**src/rtl/psl_cmd_sched.sv**
```systemverilog
// Shares one AFU->PSL command port among NREQ requesters: round-robin grant, tag allocation,
// credit accounting and response routing. Define PSL_CMD_PARITY_EN for odd-parity outputs.
module psl_cmd_sched #(
    parameter int NREQ  = 4,
    parameter int NTAGS = 32
) (
    input  logic              CLK,
    input  logic              RST,
    input  logic [NREQ-1:0]    req_valid,
    input  logic [13*NREQ-1:0] req_com,
    input  logic [64*NREQ-1:0] req_ea,
    input  logic [12*NREQ-1:0] req_size,
    output logic [NREQ-1:0]    req_ready,
    output logic [7:0]         req_tag,
    output logic               ah_cvalid,
    output logic [7:0]         ah_ctag,
    output logic               ah_ctagpar,
    output logic [12:0]        ah_com,
    output logic               ah_compar,
    output logic [2:0]         ah_cabt,
    output logic [63:0]        ah_cea,
    output logic               ah_ceapar,
    output logic [15:0]        ah_cch,
    output logic [11:0]        ah_csize,
    input  logic [7:0]         ha_croom,
    input  logic               ha_rvalid,
    input  logic [7:0]         ha_rtag,
    input  logic [7:0]         ha_response,
    input  logic [8:0]         ha_rcredits,
    output logic [NREQ-1:0]    rsp_valid,
    output logic [7:0]         rsp_tag,
    output logic [7:0]         rsp_code,
    output logic [8:0]         outstanding,
    output logic               err_tag
);

    localparam int IW = (NREQ > 1) ? $clog2(NREQ) : 1;
    localparam logic [0:0] ST_INIT = 1'b0;
    localparam logic [0:0] ST_RUN  = 1'b1;

    logic [0:0]        r_state;
    logic [NTAGS-1:0]  r_busy;
    logic [IW-1:0]     r_owner [NTAGS];
    logic signed [9:0] r_credits;
    logic [IW-1:0]     r_rr_ptr;
    logic              r_err_tag;
    logic              r_cvalid;
    logic [7:0]        r_ctag;
    logic [12:0]       r_com;
    logic [63:0]       r_cea;
    logic [11:0]       r_csize;
    logic [NREQ-1:0]   r_rsp_valid;
    logic [7:0]        r_rsp_tag;
    logic [7:0]        r_rsp_code;
    logic [8:0]        r_outstanding;

    logic              w_tag_free;
    logic [7:0]        w_free_tag;
    logic              w_found;
    logic [IW-1:0]     w_winner;
    logic [IW-1:0]     w_idx;
    logic              w_grant;
    logic [NREQ-1:0]   w_ready;
    logic [12:0]       w_com;
    logic [63:0]       w_ea;
    logic [11:0]       w_size;
    logic              w_rsp_hit;
    logic [IW-1:0]     w_rsp_owner;
    logic [NREQ-1:0]   w_rsp_onehot;
    logic [NTAGS-1:0]  w_busy_next;
    logic [11:0]       w_cred_sum;
    logic [9:0]        w_cred_next;

    always_comb begin
        w_tag_free = 1'b0;
        w_free_tag = '0;
        for (int t = NTAGS - 1; t >= 0; t--) begin
            if (!r_busy[t]) begin
                w_tag_free = 1'b1;
                w_free_tag = 8'(t);
            end
        end

        // Round-robin search starting at r_rr_ptr, wrapping modulo NREQ.
        w_found  = 1'b0;
        w_winner = '0;
        w_idx    = '0;
        for (int k = 0; k < NREQ; k++) begin
            w_idx = IW'((int'(r_rr_ptr) + k) % NREQ);
            if (!w_found && req_valid[w_idx]) begin
                w_found  = 1'b1;
                w_winner = w_idx;
            end
        end

        w_grant = (r_state == ST_RUN) && !r_credits[9] && (r_credits != '0) &&
                  w_tag_free && w_found;

        w_ready = '0;
        w_com   = '0;
        w_ea    = '0;
        w_size  = '0;
        for (int i = 0; i < NREQ; i++) begin
            if (w_winner == IW'(i)) begin
                w_ready[i] = w_grant;
                w_com      = req_com[13*i +: 13];
                w_ea       = req_ea[64*i +: 64];
                w_size     = req_size[12*i +: 12];
            end
        end
    end

    always_comb begin
        w_rsp_hit   = 1'b0;
        w_rsp_owner = '0;
        for (int t = 0; t < NTAGS; t++) begin
            if (ha_rvalid && (ha_rtag == 8'(t)) && r_busy[t]) begin
                w_rsp_hit   = 1'b1;
                w_rsp_owner = r_owner[t];
            end
        end

        w_rsp_onehot = '0;
        for (int i = 0; i < NREQ; i++) begin
            w_rsp_onehot[i] = w_rsp_hit && (w_rsp_owner == IW'(i));
        end

        // A tag freed this cycle stays busy for the allocator until the next cycle.
        for (int t = 0; t < NTAGS; t++) begin
            w_busy_next[t] = (r_busy[t] | (w_grant && (w_free_tag == 8'(t)))) &
                             ~(w_rsp_hit && (ha_rtag == 8'(t)));
        end

        w_cred_sum = {{2{r_credits[9]}}, r_credits} - {11'd0, w_grant} +
                     {{3{ha_rcredits[8]}}, ha_rcredits};
        if (w_cred_sum[11]) begin
            w_cred_next = '0;
        end else if (w_cred_sum[10:9] != 2'b00) begin
            w_cred_next = 10'd511;
        end else begin
            w_cred_next = w_cred_sum[9:0];
        end
    end

    always_ff @(posedge CLK) begin
        if (RST) begin
            r_state       <= ST_INIT;
            r_busy        <= '0;
            r_credits     <= '0;
            r_rr_ptr      <= '0;
            r_err_tag     <= 1'b0;
            r_cvalid      <= 1'b0;
            r_ctag        <= '0;
            r_com         <= '0;
            r_cea         <= '0;
            r_csize       <= '0;
            r_rsp_valid   <= '0;
            r_rsp_tag     <= '0;
            r_rsp_code    <= '0;
            r_outstanding <= '0;
            for (int t = 0; t < NTAGS; t++) begin
                r_owner[t] <= '0;
            end
        end else begin
            if (r_state == ST_INIT) begin
                r_state   <= ST_RUN;
                r_credits <= {2'b00, ha_croom};
            end else begin
                r_credits <= w_cred_next;
            end

            r_busy        <= w_busy_next;
            r_outstanding <= r_outstanding + {8'd0, w_grant} - {8'd0, w_rsp_hit};

            r_cvalid <= w_grant;
            if (w_grant) begin
                r_ctag   <= w_free_tag;
                r_com    <= w_com;
                r_cea    <= w_ea;
                r_csize  <= w_size;
                r_rr_ptr <= (w_winner == IW'(NREQ - 1)) ? '0 : w_winner + 1'b1;
                for (int t = 0; t < NTAGS; t++) begin
                    if (w_free_tag == 8'(t)) begin
                        r_owner[t] <= w_winner;
                    end
                end
            end

            r_rsp_valid <= w_rsp_onehot;
            if (w_rsp_hit) begin
                r_rsp_tag  <= ha_rtag;
                r_rsp_code <= ha_response;
            end
            if (ha_rvalid && !w_rsp_hit) begin
                r_err_tag <= 1'b1;
            end
        end
    end

`ifdef PSL_CMD_PARITY_EN
    logic r_ctagpar;
    logic r_compar;
    logic r_ceapar;

    always_ff @(posedge CLK) begin
        if (RST) begin
            r_ctagpar <= 1'b0;
            r_compar  <= 1'b0;
            r_ceapar  <= 1'b0;
        end else if (w_grant) begin
            r_ctagpar <= ~^w_free_tag;
            r_compar  <= ~^w_com;
            r_ceapar  <= ~^w_ea;
        end
    end

    assign ah_ctagpar = r_ctagpar;
    assign ah_compar  = r_compar;
    assign ah_ceapar  = r_ceapar;
`else
    assign ah_ctagpar = 1'b0;
    assign ah_compar  = 1'b0;
    assign ah_ceapar  = 1'b0;
`endif

    assign req_ready   = w_ready;
    assign req_tag     = w_grant ? w_free_tag : 8'd0;
    assign ah_cvalid   = r_cvalid;
    assign ah_ctag     = r_ctag;
    assign ah_com      = r_com;
    assign ah_cabt     = 3'b000;
    assign ah_cea      = r_cea;
    assign ah_cch      = 16'd0;
    assign ah_csize    = r_csize;
    assign rsp_valid   = r_rsp_valid;
    assign rsp_tag     = r_rsp_tag;
    assign rsp_code    = r_rsp_code;
    assign outstanding = r_outstanding;
    assign err_tag     = r_err_tag;

endmodule

```
**config.mk**
```make
export PLATFORM = sky130hd
export DESIGN_NAME = psl_cmd_sched
export DESIGN_NICKNAME = d
export VERILOG_FILES = /design/src/rtl/psl_cmd_sched.sv
export SDC_FILE = /design/constraint.sdc
export NUM_CORES = 1
export LEC_CHECK = 0
export ABC_AREA = 1
export CAP_MARGIN = 20
export CORE_AREA = 2 2 218 220
export DETAILED_ROUTE_END_ITERATION = 10
export DIE_AREA = 0 0 220 222
export SYNTH_ARGS = -nofsm -noshare
export SYNTH_HDL_FRONTEND = slang
export SYNTH_SLANG_ARGS = --single-unit
```
**constraint.sdc**
```tcl
create_clock -name CLK -period 14.2 [get_ports CLK]
set_input_delay 4.26 -clock CLK [delete_from_list [all_inputs] [get_ports CLK]]
set_output_delay 4.26 -clock CLK [all_outputs]
set_load 0.005 [all_outputs]
```
Word level (Yosys, flattened, before mapping)
Memories as Yosys holds them, arrays and structs flattened.
Index checks and enable logic that the tools add are counted.
{ "classes": {"reduce_logical": 153, "bitwise": 129, "order_cmp": 4, "n_eq_ne": 68, "add_sub_neg": 8, "mux": 328} }
{ "ops": {"columns": ["operator", "n"], "rows": [
  ["8-bit 2-to-1 mux", 33],
  ["8-bit by 5-bit equality test with 1-bit output, second input constant", 32],
  ["64-bit 2-to-1 mux", 4],
  ["1-bit 2-to-1 mux", 207],
  ["1-bit logical AND", 140],
  ["2-bit 2-to-1 mux", 69],
  ["8-bit by 4-bit equality test with 1-bit output, second input constant", 16],
  ["8-bit by 3-bit equality test with 1-bit output, second input constant", 8],
  ["1-bit bitwise OR", 64],
  ["13-bit 2-to-1 mux", 4],
  ["12-bit 2-to-1 mux", 4],
  ["1-bit inverter", 33],
  ["1-bit AND", 32],
  ["8-bit by 2-bit equality test with 1-bit output, second input constant", 4],
  ["8-bit by 1-bit equality test with 1-bit output, second input constant", 2],
  ["8-bit zero test", 2],
  ["11-bit by 9-bit adder with 12-bit output", 1],
  ["2-bit by 3-bit less-than comparator with 1-bit output, second input constant", 4],
  ["10-bit by 2-bit subtractor with 11-bit output", 1],
  ["5-bit 2-to-1 mux", 2],
  ["10-bit nonzero test", 1],
  ["9-bit by 1-bit adder with 9-bit output", 1],
  ["9-bit 2-to-1 mux", 1],
  ["9-bit by 1-bit subtractor with 9-bit output", 1],
  ["other kinds (10)", 24]
]} }
{ "totals": {"output_inout_bits": 162, "n_memories": 1, "mem_bits_rw": 64, "ff_bits": 173, "inputBits": 396, "elab_cells": 707} }
{ "memory_table": {"columns": ["name", "depth", "word_bits", "read_ports", "rd_clocked_by_memory_dff", "write_ports", "line", "source"], "rows": [
  ["r_owner", 32, 2, 32, 0, 32, "43", "logic [IW-1:0] r_owner [NTAGS];"]
]} }

Depth between registers and ports, before layout
Gate-level depths: netlist of the first run.
{ "logic_depth": {"word_depth": 40, "depth_mapped": 35, "ltp_nobuf": 35} }

Worst setup path before layout of the first run
OpenSTA, ideal clock, no wires.
{ "synth_timing": {"path_kind": "input to output", "from": "input port req_valid[2]", "to": "output port req_ready[2]", "slack_ps": 3834, "t_required_ps": 9940, "path_stages": 13, "n_path_buf": 2, "arrival_time_ps": 6106, "cell_sequence": "inv_1 -> a21oi_1 -> inv_1 -> o21ai_1 -> inv_1 -> nand3_1 -> o21ai_0 -> o21ai_0 -> ha_1 -> clkbuf_1 -> inv_2 -> clkbuf_1 -> nor2_1"} }
{ "synth_between": {"elab_chain_cells": 14, "word_cells_on_any_way": 25, "cone_classes": "1 x eq/ne; 17 x mux; 7 x reduce/logical"} }
{ "synth_rtl": {"columns": ["item", "line", "source"], "rows": [
  ["from (decl)", "9", "input logic [NREQ-1:0] req_valid,"],
  ["1-bit binary-select mux with 2-bit select", "90", "if (!w_found && req_valid[w_idx]) begin"],
  ["1-bit 2-to-1 mux (implied by the code)", "90", null],
  ["1-bit 2-to-1 mux", "90", null],
  ["1-bit zero test", "90", null],
  ["1-bit logical AND", "90", null],
  ["1-bit 2-to-1 mux", "90", null],
  ["1-bit zero test", "90", null],
  ["1-bit logical AND", "90", null],
  ["1-bit 2-to-1 mux", "90", null],
  ["1-bit zero test", "90", null],
  ["1-bit logical AND", "90", null],
  ["2-bit 2-to-1 mux or 1-bit 2-to-1 mux (tied branches)", "90", null],
  ["2-bit equality test or 1-bit logical AND (tied branches)", "104, 97", null],
  ["1-bit 2-to-1 mux (*)", "104", "if (w_winner == IW'(i)) begin"],
  ["to (decl)", "13", "output logic [NREQ-1:0] req_ready,"]
]} }
Every way passes the cells marked *; elsewhere a longest branch is shown, timed or not. The select of a mux whose other input is x is not followed.

Worst setup path after layout of the first run
{ "layout_timing": {"from": "input port req_valid[3]", "to": "output port req_ready[2]"} }
The elaborated chain is that of the path after synthesis.

==> reports/qor.csv, run 1 <==
stage;metric;value;unit
floorplanning;coreArea;0.0463;mm²
placed_design;placed_cells;2870;
layout;nets;2728;
timing;post-route-period-util;83.0;%
floorplanning;rows;79;
synth;ys_ff_latch;234;
layout;fin_util;43.6;%
synth;netlist_instances;1829;
route;detail_route.wl_per_cell;23.4;µm
placed_design;place_area;0.0192;mm²
layout;mostFrequentLayoutCells;clkdlybuf4s50_1 (528), nand2_1 (397), nor2_1 (255), inv_1 (204), dfxtp_1 (170);
floorplanning;start_util;29.2;%
timing;fmax;84.8;MHz
clock_network;ctsHoldBuffers;0;
timing;rsz0062_at_grt;false;
critical_path;worst_ep_arrival_time;7530;ps
clock_network;root_buffer;clkbuf_16;
synth;synth_edf_count;64;
timing;final_hold_viol_count;0;
critical_path;cp-start-kind;input port;
power;vdd_drop_max;0.299;mV
layout;layout_commonest_cell;clkdlybuf4s50_1;
power;swShare;47.5;%
route;vias;15200;
floorplanning;fp.dieH;222;µm
synth;synth_flop_cell;dfxtp_1;
layout;seqCellArea;0.00533;mm²
synth;synth_cell_types;49;
route;routed_via_density;5.19;
power;p_clk_share;17.8;%
floorplanning;ioPinCount;558;
grt;grt_pass1_wl;99.0;mm
critical_path;worstPathCellList;clkdlybuf4s50_1, nor2_1, a21oi_1, inv_1, o21ai_1, inv_1, nand3_1, o21ai_0, o21ai_0, ha_4, inv_4, nor2_1, clkdlybuf4s50_1;
timing;min_period;11790;ps
grt;grt_usage;27.2;%
timing;clock_skew;18.0;ps
worst_hold_path;hold_path.class;reg -> reg;
status;outcome;finished clean;
power;pwr-share-comb;60.7;%
synth;yosysSeqAreaShare;39.4;%
clock_network;clock-sinks;234;
clock_network;cts_tree;built;
synth;netlist_area;0.0135;mm²
power;p_leak;7.53;nW
route;drt_wl_total;68.7;mm
floorplanning;fp.dieW;220;µm
layout;fill_cells;4689;
route;drt_first_pass_iters;7;
critical_path;critPathSlowestCell;o21ai_0;
layout;fin_area;0.0202;mm²
job;maxCapViolations;0;
layout;multiInputGateArea;0.00691;mm²
placed_design;hpwl;53.3;mm
critical_path;slowest_delay;670;ps
layout;syn2layout_area_growth;49.3;%
critical_path;cp_max_fo;27;
power;power_frac_seq;21.5;%
clock_network;h-tree-depth;1;
route;drt_iter0_markers;1273;
critical_path;endpoint_kind;primary output;
timing;setup_viol;0;
layout;fin_cells;2939;
grt;grt_pass1_vias;15100;
synth;syn-mean-instance-area;7.39;µm²
placed_design;portBuffers;529;
clock_network;clock_latency;590;ps
timing;slew-limit-headroom;30.8;%
grt;grt.overflow.total;0;
power;p_per_area;204;mW/mm²
route;drc;0;
timing;drv_slew;0;
critical_path;crit_required;9940;ps
layout;drive_above_1_share;4.70;%
placed_design;gp_congestion;1.00;
critical_path;crit_type;in -> out;
timing;tightest_slew;1040;ps
grt;grt_max_degree;95;
synth;async_flop_share;0;%
clock_network;cts-resized-gates;0;
clock_network;cts_buffers;29;
power;netSwitchingPower;1.96;mW
clock_network;cts_setup_buffers;0;
grt;antenna_found_initial;26;
route;ant_nets;0;
synth;ys.warnings.count;0;
power;intPower;2.17;mW
floorplanning;die-area;0.0488;mm²
clock_network;clock_path_buffers;3;
timing;fin_tns_setup;0;ps
clock_network;clkSlewWorstSetupHoldPaths;60;ps
-- cells in the mapped netlist, drive strengths merged, types with 3 or more instances --
library cell,instances,share of area [%]
nor3,48,1.9
or2,4,0.19
o21ai,76,2.8
a31oi,90,4.2
inv,207,5.7
nand3,42,1.6
nor3b,3,0.17
clkbuf,99,2.7
edfxtp,64,14
buf,39,2.0
a221oi,44,2.9
a21oi,66,2.8
nor4,9,0.53
ha,34,3.1
dfxtp,170,25
nand4,50,3.4
a221o,46,3.4
nand2,403,12
xor2,3,0.19
clkinv,5,0.14
o211ai,48,2.7
nor2,263,7.5
-- through the flow --
stage	hold WS, ps	worst slack [ps]	power, mW
5_1_grt	485	2200	4.38
3_5_place_dp	467	2320	3.37
2_1_floorplan	453	3830	2.43
3_3_place_gp	451	2430	3.32
6_report	474	2410	4.12
4_1_cts	475	2290	4.12
-- power groups by stage --
stage	Combinational [mW]	Sequential, mW	Clock, mW
2_1_floorplan	1.55	0.881	0
3_3_place_gp	2.43	0.898	0
3_5_place_dp	2.47	0.898	0
4_1_cts	2.48	0.887	0.750
5_1_grt	2.71	0.898	0.772
6_report	2.50	0.888	0.734
-- worst max-delay path: cells and delay by family --
family	cells	cell delay [ps]
buffers and inverters	5	1430
AO/OA/AOI/OAI	4	1070
AND/OR/NAND/NOR	3	320
adder cells (fa/ha/maj)	1	410
-- registers in the layout, summed over array words and instances (netlist names), 2 cells and up --
register / flops
rsp_code: 8
ah_com: 13
outstanding: 9
ah_ctag: 5
rsp_valid: 4
ah_cea: 64
rsp_tag: 8
r_busy: 32
r_rr_ptr: 2
r_credits: 10
r_owner: 64
ah_csize: 12
-- per-layer routing --
layer	share of wire [%]	GRT usage, %	vias up
met5	0.15	0	-
met1	40	33.6	7295
li1	-	-	7135
met3	9.0	7.46	129
met4	4.2	11.3	16
met2	47	44.4	671
-- final cells by class --
| type | instances | area share (%) |
|---|---|---|
| well taps | 607 | 3.76 |
| flip-flops and latches | 234 | 26.4 |
| clock inverters | 15 | 0.713 |
| repair buffers | 546 | 27.0 |
| clock buffers | 39 | 3.83 |
| diodes | 13 | 0.161 |
| multi-input cells | 1273 | 34.2 |
| inverters | 212 | 3.96 |
-- worst paths after layout --
kind	from	end	slack [ps]	cells after the start
max	req_valid[3]	req_ready[2]	2410	13
min	rsp_tag[7]	rsp_tag[7]	470	1
max reg2reg	r_rr_ptr[0]	r_credits[3]	8550	32
min reg2reg	rsp_tag[7]	rsp_tag[7]	470	1
-- cells by family (layout without fill, tap and decap cells) --
kind of cell             after synthesis  count (layout)  synth area share (%)
flip-flops                           234             234                  39.4
other                                  1              42                0.0277
buffers and inverters                350             812                  10.6
AO/OA/AOI/OAI                        378             378                  19.2
adder cells (fa/ha/maj)               36              36                  3.44
AND/OR/NAND/NOR                      825             825                  27.0
XOR/XNOR                               5               5                 0.324
(Power assumes the default switching activity.)
==> run 2, diff against run 1 <==
- CORE_AREA: 2 2 218 220 -> 2 2 217 219
- DIE_AREA: 0 0 220 222 -> 0 0 219 221
- clock period: 14.2 -> 10.6 ns (I/O delays scaled with it)
==> reports/qor.csv, run 2 (synthesis gave the netlist of run 1 again) <==
stage;metric;value;unit;change
critical_path;crit_type;in -> out;;
floorplanning;coreArea;0.0461;mm²;-0.43%
clock_network;cts_buffers;30;;+3.4%
floorplanning;start_util;29.3;%;+0.13 points
floorplanning;fp.dieH;221;µm;-0.45%
grt;antenna_found_initial;32;;+23%
worst_hold_path;hold_path.class;reg -> reg;;
timing;drv_slew;0;;unchanged
layout;seqCellArea;0.00533;mm²;unchanged
power;p_per_area;271;mW/mm²;+32%
timing;setup_viol;0;;unchanged
clock_network;cts_setup_buffers;0;;unchanged
route;detail_route.wl_per_cell;22.5;µm;-3.5%
critical_path;crit_required;7420;ps;-2520 ps
clock_network;h-tree-depth;1;;unchanged
power;vdd_drop_max;0.298;mV;-0.19%
clock_network;clock_path_buffers;3;;unchanged
layout;fin_util;44.0;%;+0.37 points
layout;fin_area;0.0203;mm²;+0.41%
timing;final_hold_viol_count;0;;unchanged
grt;grt.met3_usage;7.77;%;+0.30 points
timing;post-route-period-util;89.2;%;
critical_path;endpoint_kind;primary output;;
layout;nets;2734;;+0.22%
job;maxCapViolations;0;;unchanged
critical_path;worst_ep_arrival_time;6270;ps;-1260 ps
grt;grt_busiest_layer;met2;;
placed_design;portBuffers;529;;unchanged
timing;min_period;9450;ps;
floorplanning;die-area;0.0484;mm²;-0.90%
layout;drive_above_1_share;5.25;%;+0.54 points
layout;multiInputGateArea;0.00691;mm²;unchanged
floorplanning;fp.dieW;219;µm;-0.45%
floorplanning;ioPinCount;558;;unchanged
grt;use_met1;32.5;%;-1.2 points
grt;grt.overflow.total;0;;unchanged
layout;mostFrequentLayoutCells;clkdlybuf4s50_1 (528), nand2_1 (397), nor2_1 (255), inv_1 (204), dfxtp_1 (170);;
timing;fmax;106;MHz;
critical_path;cp-start-kind;input port;;
route;routed_via_density;5.18;;-0.24%
clock_network;root_buffer;clkbuf_16;;
floorplanning;rows;79;;unchanged
critical_path;cp_max_fo;5;;-81%
power;p_leak;7.58;nW;+0.76%
clock_network;ctsHoldBuffers;0;;unchanged
status;outcome;finished clean;;
clock_network;cts_tree;built;;
placed_design;gp_congestion;0.967;;-3.3%
route;drt_wl_total;66.5;mm;-3.1%
route;drt_first_pass_iters;5;;-2
route;drt_iter0_markers;1121;;-12%
clock_network;clock_latency;600;ps;about the same
route;vias;15300;;+0.17%
grt;grt_pass1_wl;96.8;mm;-2.3%
placed_design;place_area;0.0193;mm²;+0.27%
timing;clock_skew;38.3;ps;+20.3 ps
grt;grt_usage;26.5;%;-0.69 points
layout;syn2layout_area_growth;49.9;%;
grt;grt_pass1_vias;15100;;+0.18%
timing;tightest_slew;1040;ps;+3.89 ps
layout;fill_cells;4738;;+1.0%
timing;fin_tns_setup;0;ps;unchanged
timing;slew-limit-headroom;30.7;%;-0.092 points
route;drc;0;;unchanged
grt;grt_max_degree;79;;-17%
clock_network;clkSlewWorstSetupHoldPaths;60;ps;about the same
route;ant_nets;0;;unchanged
layout;layout_commonest_cell;clkdlybuf4s50_1;;
grt;met2_usage;43.3;%;-1.1 points
clock_network;clock-sinks;234;;unchanged
placed_design;hpwl;51.5;mm;-3.4%
clock_network;cts-resized-gates;0;;unchanged
timing;rsz0062_at_grt;false;;
## run 2: changes by cell type in the layout (fill, tap and decap cells not counted), moves of 2 or more
cell	previous run	this run
clkbuf_1	9	5
clkbuf_8	1	6
diode_2	13	18
clkinv_2	7	10
buf_4	17	23
clkinv_1	8	6
clkinvlp_4	3	1
## run 2: layout make-up
type / count / area share [%]
multi-input combinational: 1273 / 34.1
tap: 607 / 3.75
sequential: 234 / 26.3
clock buffer: 41 / 4.20
antenna: 18 / 0.222
clock inverter: 15 / 0.580
inverter: 212 / 3.94
timing repair buffer: 551 / 26.9
## run 2: final timing paths
check                             startpoint           end  slack (ps)  cells after the start
worst max-delay path            req_valid[3]  req_ready[0]        1150                     13
worst min-delay path              rsp_tag[7]    rsp_tag[7]         480                      1
worst max register to register   r_rr_ptr[0]  r_credits[6]        5350                     30
worst min register to register    rsp_tag[7]    rsp_tag[7]         480                      1
## run 2: per-stage QoR
| step | power [mW] | hold WS [ps] | instances | worst slack [ps] |
|---|---|---|---|---|
| detailed placement | 4.46 | 466 | 2877 | 1180 |
| global route | 5.85 | 492 | 2950 | 917 |
| finish | 5.48 | 476 | 2951 | 1150 |
| global placement | 4.41 | 450 | 2877 | 1200 |
| floorplan | 3.25 | 453 | 1857 | 2390 |
| CTS | 5.49 | 480 | 2933 | 1160 |
## run 2: critical path: stages
cell and delay [ps]:
clkdlybuf4s50_1 500, nor2_1 50, a21oi_1 120, inv_1 60
o21ai_1 160, inv_1 100, nand3_1 100, o21ai_0 80
o21ai_0 650, ha_1 270, inv_1 80, nor2_1 290
clkdlybuf4s50_1 620
## run 2: layer usage
| metal | up-vias | wire length, µm |
|---|---|---|
| met2 | 702 | 31100 |
| met1 | 7252 | 26500 |
| met5 | - | 80 |
| li1 | 7162 | - |
| met3 | 144 | 6060 |
| met4 | 12 | 2840 |
## run 2: power breakdown
| group | total (mW) | switching [mW] | leakage, nW | internal, mW |
|---|---|---|---|---|
| logic | 3.29 | 2.04 | 5.07 | 1.25 |
| registers | 1.18 | 0.0833 | 2.03 | 1.10 |
| clock network | 1.01 | 0.429 | 0.485 | 0.585 |
==> run 3, diff against run 2 <==
==> constraint.sdc (replaced) <==
create_clock -name CLK -period 10.6 [get_ports CLK]
set_input_delay 3.18 -clock CLK [delete_from_list [all_inputs] [get_ports CLK]]
set_output_delay 3.18 -clock CLK [all_outputs]
set_load 0.1 [all_outputs]
==> reports/qor.csv, run 3 (synthesis gave the netlist of run 1 again) <==
stage;metric;value;unit;change
clock_network;cts_buffers;30;;unchanged
critical_path;r2r-end;r_credits[6];;
timing;timing.hold.ws;475;ps;-1.61 ps
grt;met2_usage;44.4;%;+1.1 points
power;power_frac_seq;18.8;%;-2.8 points
critical_path;reg2reg_depth;30;;unchanged
timing;slew-limit-headroom;21.9;%;-8.8 points
grt;grt_pass1_vias;14800;;-1.7%
power;intPower;3.02;mW;+2.9%
timing;fin_tns_setup;0;ps;unchanged
placed_design;place_area;0.0192;mm²;-0.26%
clock_network;cts_setup_buffers;0;;unchanged
critical_path;reg2reg_slack;4820;ps;-530 ps
timing;post-route-period-util;88.4;%;-0.82 points
route;detail_route.wl_per_cell;22.8;µm;+1.2%
power;swShare;51.9;%;+5.4 points
route;drt_iter0_markers;1073;;-4.3%
clock_network;clock-sinks;234;;unchanged
layout;drive_above_1_share;5.72;%;+0.48 points
power;netSwitchingPower;3.26;mW;+28%
clock_network;clock_latency;590;ps;about the same
layout;nets;2734;;unchanged
route;vias;15200;;-0.76%
critical_path;crit_required;7420;ps;about the same
timing;final_hold_viol_count;0;;unchanged
route;drt_wl_total;67.4;mm;+1.3%
power;power.total;6.28;mW;+15%
worst_hold_path;hold_start;rsp_tag[5];;
layout;mostFrequentLayoutCells;clkdlybuf4s50_1 (512), nand2_1 (397), nor2_1 (255), inv_1 (204), dfxtp_1 (170);;
placed_design;hpwl;52.2;mm;+1.4%
layout;fill_cells;4654;;-1.8%
route;routed_via_density;5.13;;-0.79%
critical_path;worst_ep_arrival_time;6190;ps;-80 ps
worst_hold_path;hold_path.class;reg -> reg;;
clock_network;ctsHoldBuffers;0;;unchanged
timing;drv_slew;0;;unchanged
clock_network;clkSlewWorstSetupHoldPaths;50;ps;about the same
power;p_clk_share;17.6;%;-0.9 points
critical_path;crit_type;in -> out;;
timing;tightest_slew;1170;ps;+128 ps
floorplanning;fp.dieH;221;µm;unchanged
placed_design;portBuffers;529;;unchanged
grt;grt_busiest_layer;met2;;
route;drc;0;;unchanged
grt;grt.overflow.total;0;;unchanged
timing;clock_skew;38.7;ps;+0.487 ps
grt;grt.met3_usage;6.83;%;-0.93 points
layout;syn2layout_area_growth;50.2;%;
layout;layout_commonest_cell;clkdlybuf4s50_1;;
floorplanning;rows;79;;unchanged
layout;fin_area;0.0203;mm²;+0.16%
critical_path;endpoint_kind;primary output;;
timing;fmax;107;MHz;+0.93%
power;p_per_area;309;mW/mm²;+14%
placed_design;gp_congestion;0.975;;+0.80%
route;drt_first_pass_iters;5;;unchanged
clock_network;cts_tree;built;;
status;outcome;finished clean;;
grt;use_met1;33.3;%;+0.84 points
timing;rsz0062_at_grt;false;;
clock_network;h-tree-depth;1;;unchanged
job;maxCapViolations;0;;unchanged
floorplanning;start_util;29.3;%;unchanged
worst_hold_path;hold_path_depth;1;;unchanged
floorplanning;coreArea;0.0461;mm²;unchanged
grt;antenna_found_initial;28;;-13%
clock_network;clock_path_buffers;3;;unchanged
grt;grt_pass1_wl;97.3;mm;+0.59%
layout;fin_util;44.1;%;+0.071 points
clock_network;cts-resized-gates;0;;unchanged
worst_hold_path;hold_end;rsp_tag[5];;
power;pwr-share-comb;63.5;%;+3.6 points
critical_path;cp-start-kind;input port;;
route;ant_nets;0;;unchanged
grt;grt_usage;26.9;%;+0.35 points
timing;setup_viol;0;;unchanged
floorplanning;ioPinCount;558;;unchanged
floorplanning;fp.dieW;219;µm;unchanged
critical_path;r2r_start;r_busy[0];;
clock_network;root_buffer;clkbuf_16;;
timing;min_period;9370;ps;-87.0 ps
power;p_leak;7.63;nW;+0.59%
floorplanning;die-area;0.0484;mm²;unchanged
power;vdd_drop_max;0.294;mV;-1.6%
grt;grt_max_degree;78;;-1.3%
critical_path;cp_max_fo;29;;+24
-- run 3: per-layer routing --
layer | part of all wire, % | vias to the layer above
li1 | - | 7162
met1 | 41 | 7220
met2 | 47 | 652
met3 | 8.7 | 110
met4 | 3.6 | 12
met5 | 0.12 | -
-- run 3: how the worst max path moves through the flow --
stage	from	to	slack, ps	depth (start not counted)
6_report	req_valid[1]	req_ready[2]	1230	12
5_1_grt	req_valid[1]	req_ready[2]	1010	12
4_1_cts	req_valid[1]	req_ready[2]	1060	13
3_5_place_dp	req_valid[1]	req_ready[2]	1070	13
3_3_place_gp	req_valid[3]	req_ready[2]	1110	13
2_1_floorplan	req_valid[2]	req_ready[2]	1240	13
-- run 3: final cells by class --
| class | instances | area (µm²) | area share, % |
|---|---|---|---|
| Inverter | 212 | 800 | 3.94 |
| Clock inverter | 16 | 248 | 1.22 |
| Antenna cell | 20 | 50.0 | 0.247 |
| Multi-Input combinational cell | 1273 | 6910 | 34.0 |
| Timing Repair Buffer | 551 | 5410 | 26.7 |
| Clock buffer | 39 | 795 | 3.91 |
| Sequential cell | 234 | 5330 | 26.2 |
| Tap cell | 607 | 759 | 3.74 |
-- run 3: critical path, stage by stage --
cell and delay, ps:
clkdlybuf4s50_1 490, nor2_1 50, a21oi_1 170, nor2_1 60, a21oi_1 190, nand3_1 140
o21ai_0 750, inv_1 220, ha_4 340, inv_4 240, nor2_1 80, buf_4 260
-- run 3: power groups by stage --
stage | combinational, mW | clock [mW] | sequential [mW]
final | 3.99 | 1.11 | 1.18
after global routing | 4.28 | 1.15 | 1.20
after CTS | 3.98 | 1.12 | 1.18
after detailed placement | 3.97 | 0 | 1.20
after global placement | 3.94 | 0 | 1.20
after floorplan | 2.19 | 0 | 1.75
-- run 3: through the flow --
| stage | instances | worst slack [ps] |
|---|---|---|
| finish | 2952 | 1230 |
| global route | 2948 | 1010 |
| CTS | 2931 | 1060 |
| detailed placement | 2876 | 1070 |
| global placement | 2876 | 1110 |
| floorplan | 1857 | 1240 |
==> patch (flow settings as in run 2) <==
Put one more register stage on the output `err_tag`, cleared by the reset. The value now appears one clock later. The other outputs are not delayed to match.
--- a/src/rtl/psl_cmd_sched.sv
+++ b/src/rtl/psl_cmd_sched.sv
@@ -236,7 +236,13 @@
     assign rsp_tag     = r_rsp_tag;
     assign rsp_code    = r_rsp_code;
     assign outstanding = r_outstanding;
-    assign err_tag     = r_err_tag;
+    always_ff @(posedge CLK) begin
+        if (RST) begin
+            err_tag <= '0;
+        end else begin
+            err_tag <= r_err_tag;
+        end
+    end
 
 endmodule
 
Formal check against the unedited RTL: not equivalent (a bounded check fails within 4 cycles, from zero or initial values and one cycle with RST high).
==> patch against run 2 <==
- design area decreased by 0.22%
- routed wire length up 0.90%
- sequential cell count increased by 1
- utilization down 0.095 points
- first-iteration DRC count increased by 6.5%
- worst setup slack got worse by 95 ps
- via count shrank 0.43%
- power increased by 8.9%
- synthesized area decreased by 0.79%
- critical endpoint is now req_tag[4]
- largest power group unchanged
==> patch: results <==
set metrics [dict create \
    wl_met2_um 31300 \
    cts_resized 0 \
    avgSynthCellArea_um2 7.31 \
    met3_usage_pct 8.18 \
    yosysUniqueCellTypes 48 \
    worstSkewPairLatency_ps 590 \
    use_met1_pct 32.0 \
    yosysWarnings 0 \
    placed_area_um2 19100 \
    dr.pass1.iters 6 \
    p_comb_share_pct 61.7 \
    finalClockSkew_ps 23.2 \
    dr.max_layer_used "met5" \
    drt_wl_total_um 67100 \
    cts_htree_levels 1 \
    final_cells 2958 \
    clk-power_mw 1.10 \
    power.switching_mw 2.87 \
    synth_commonest_cells "nand2_1, nor2_1, inv_1" \
    synthArstFlopShare_pct 0 \
    m1WireLength_um 26600 \
    dpl.hpwl_um 52300 \
    grt_max_degree 85 \
    slew_headroom_pct 31.9 \
    cp.arrival_ps 6370 \
    grt_pass1_vias 14600 \
    io_buffers 529 \
    use_met2_pct 43.6 \
    clockBufferDepth 3 \
    hold_path.class "reg2reg" \
    synth-seq-area-share_pct 39.9 \
    p_leak_nw 7.52 \
    viasPerCell 5.14 \
    ys.flop_type "dfxtp_1" \
    dp.cells 2880 \
    cts_root_buf "clkbuf_16" \
    finalWeightedCongestion 1.04 \
    postCtsSetupRepairBufs 0 \
    drt_iter0_drc 1194 \
    vdd_ir_drop_max_uv 301 \
    area_growth_pct 50.8 \
    grt_pass1_wl_um 95500 \
    nNetsFinal 2739 \
    track_usage_pct 26.6 \
    synth.area.top_cells "dfxtp_1, edfxtp_1, nand2_1, nor2_1, inv_1" \
    cts_buffers 30 \
    critPathMaxFanout 19 \
    clkPwrFrac_pct 18.4 \
    status "complete, no violations" \
    antenna_found_initial 33 \
    dr_wl_met3_um 6330 \
    dp_slack_ps 1140 \
    drive_gt1_share_pct 4.76 \
]
[patch: cell count changes after synthesis, moves of 6 or more]
cell             run 2  this run
inv_1              205       187
o21ai_0             68        56
buf_2                4        26
a21oi_1             54        62
clkbuf_1            99        79
nor2_1             256       270
or2_2                1         7
a21oi_2             12         3
nand2_1            397       434
[patch: cells by family after synthesis]
family / Yosys count / synth area share [%]
xor gates and xnor gates: 5 / 0.383
adders and majority gates: 36 / 3.47
DFF: 235 / 39.9
AOI/OAI and AO/OA: 356 / 18.1
other: 1 / 0.0280
and+or+nand+nor: 870 / 27.8
buffers and inverters: 332 / 10.3
[patch: worst max-delay path, cell delays in order]
cell and delay, ps:
clkdlybuf4s50_1 430, nand2_1 70, o21ai_0 80, inv_1 90
nor2_1 60, a21oi_1 230, nor3b_2 240, inv_1 60
o21ai_1 250, a41oi_2 90, nand2_1 550, clkinv_1 440
clkdlybuf4s50_1 600
[patch: cell type report]
cell class,count,area (µm²)
antenna,20,50.0
clock buffer,31,754
clock inverter,25,299
fill,4766,25800
inverter,195,733
multi-input combinational,1296,6830
sequential,235,5350
tap,607,759
timing repair buffer,549,5460
[patch: final timing paths]
kind	slack (ps)	cells after the start	startpoint	endpoint
worst max-delay path	1050	13	req_valid[2]	req_tag[4]
worst min-delay path	440	2	rsp_tag[6]$_SDFFE_PP0N_	rsp_tag[6]$_SDFFE_PP0N_
worst max register to register	5120	33	r_rr_ptr[0]$_SDFFE_PP0P_	r_credits[7]$_SDFF_PP0_
worst min register to register	440	2	rsp_tag[6]$_SDFFE_PP0N_	rsp_tag[6]$_SDFFE_PP0N_
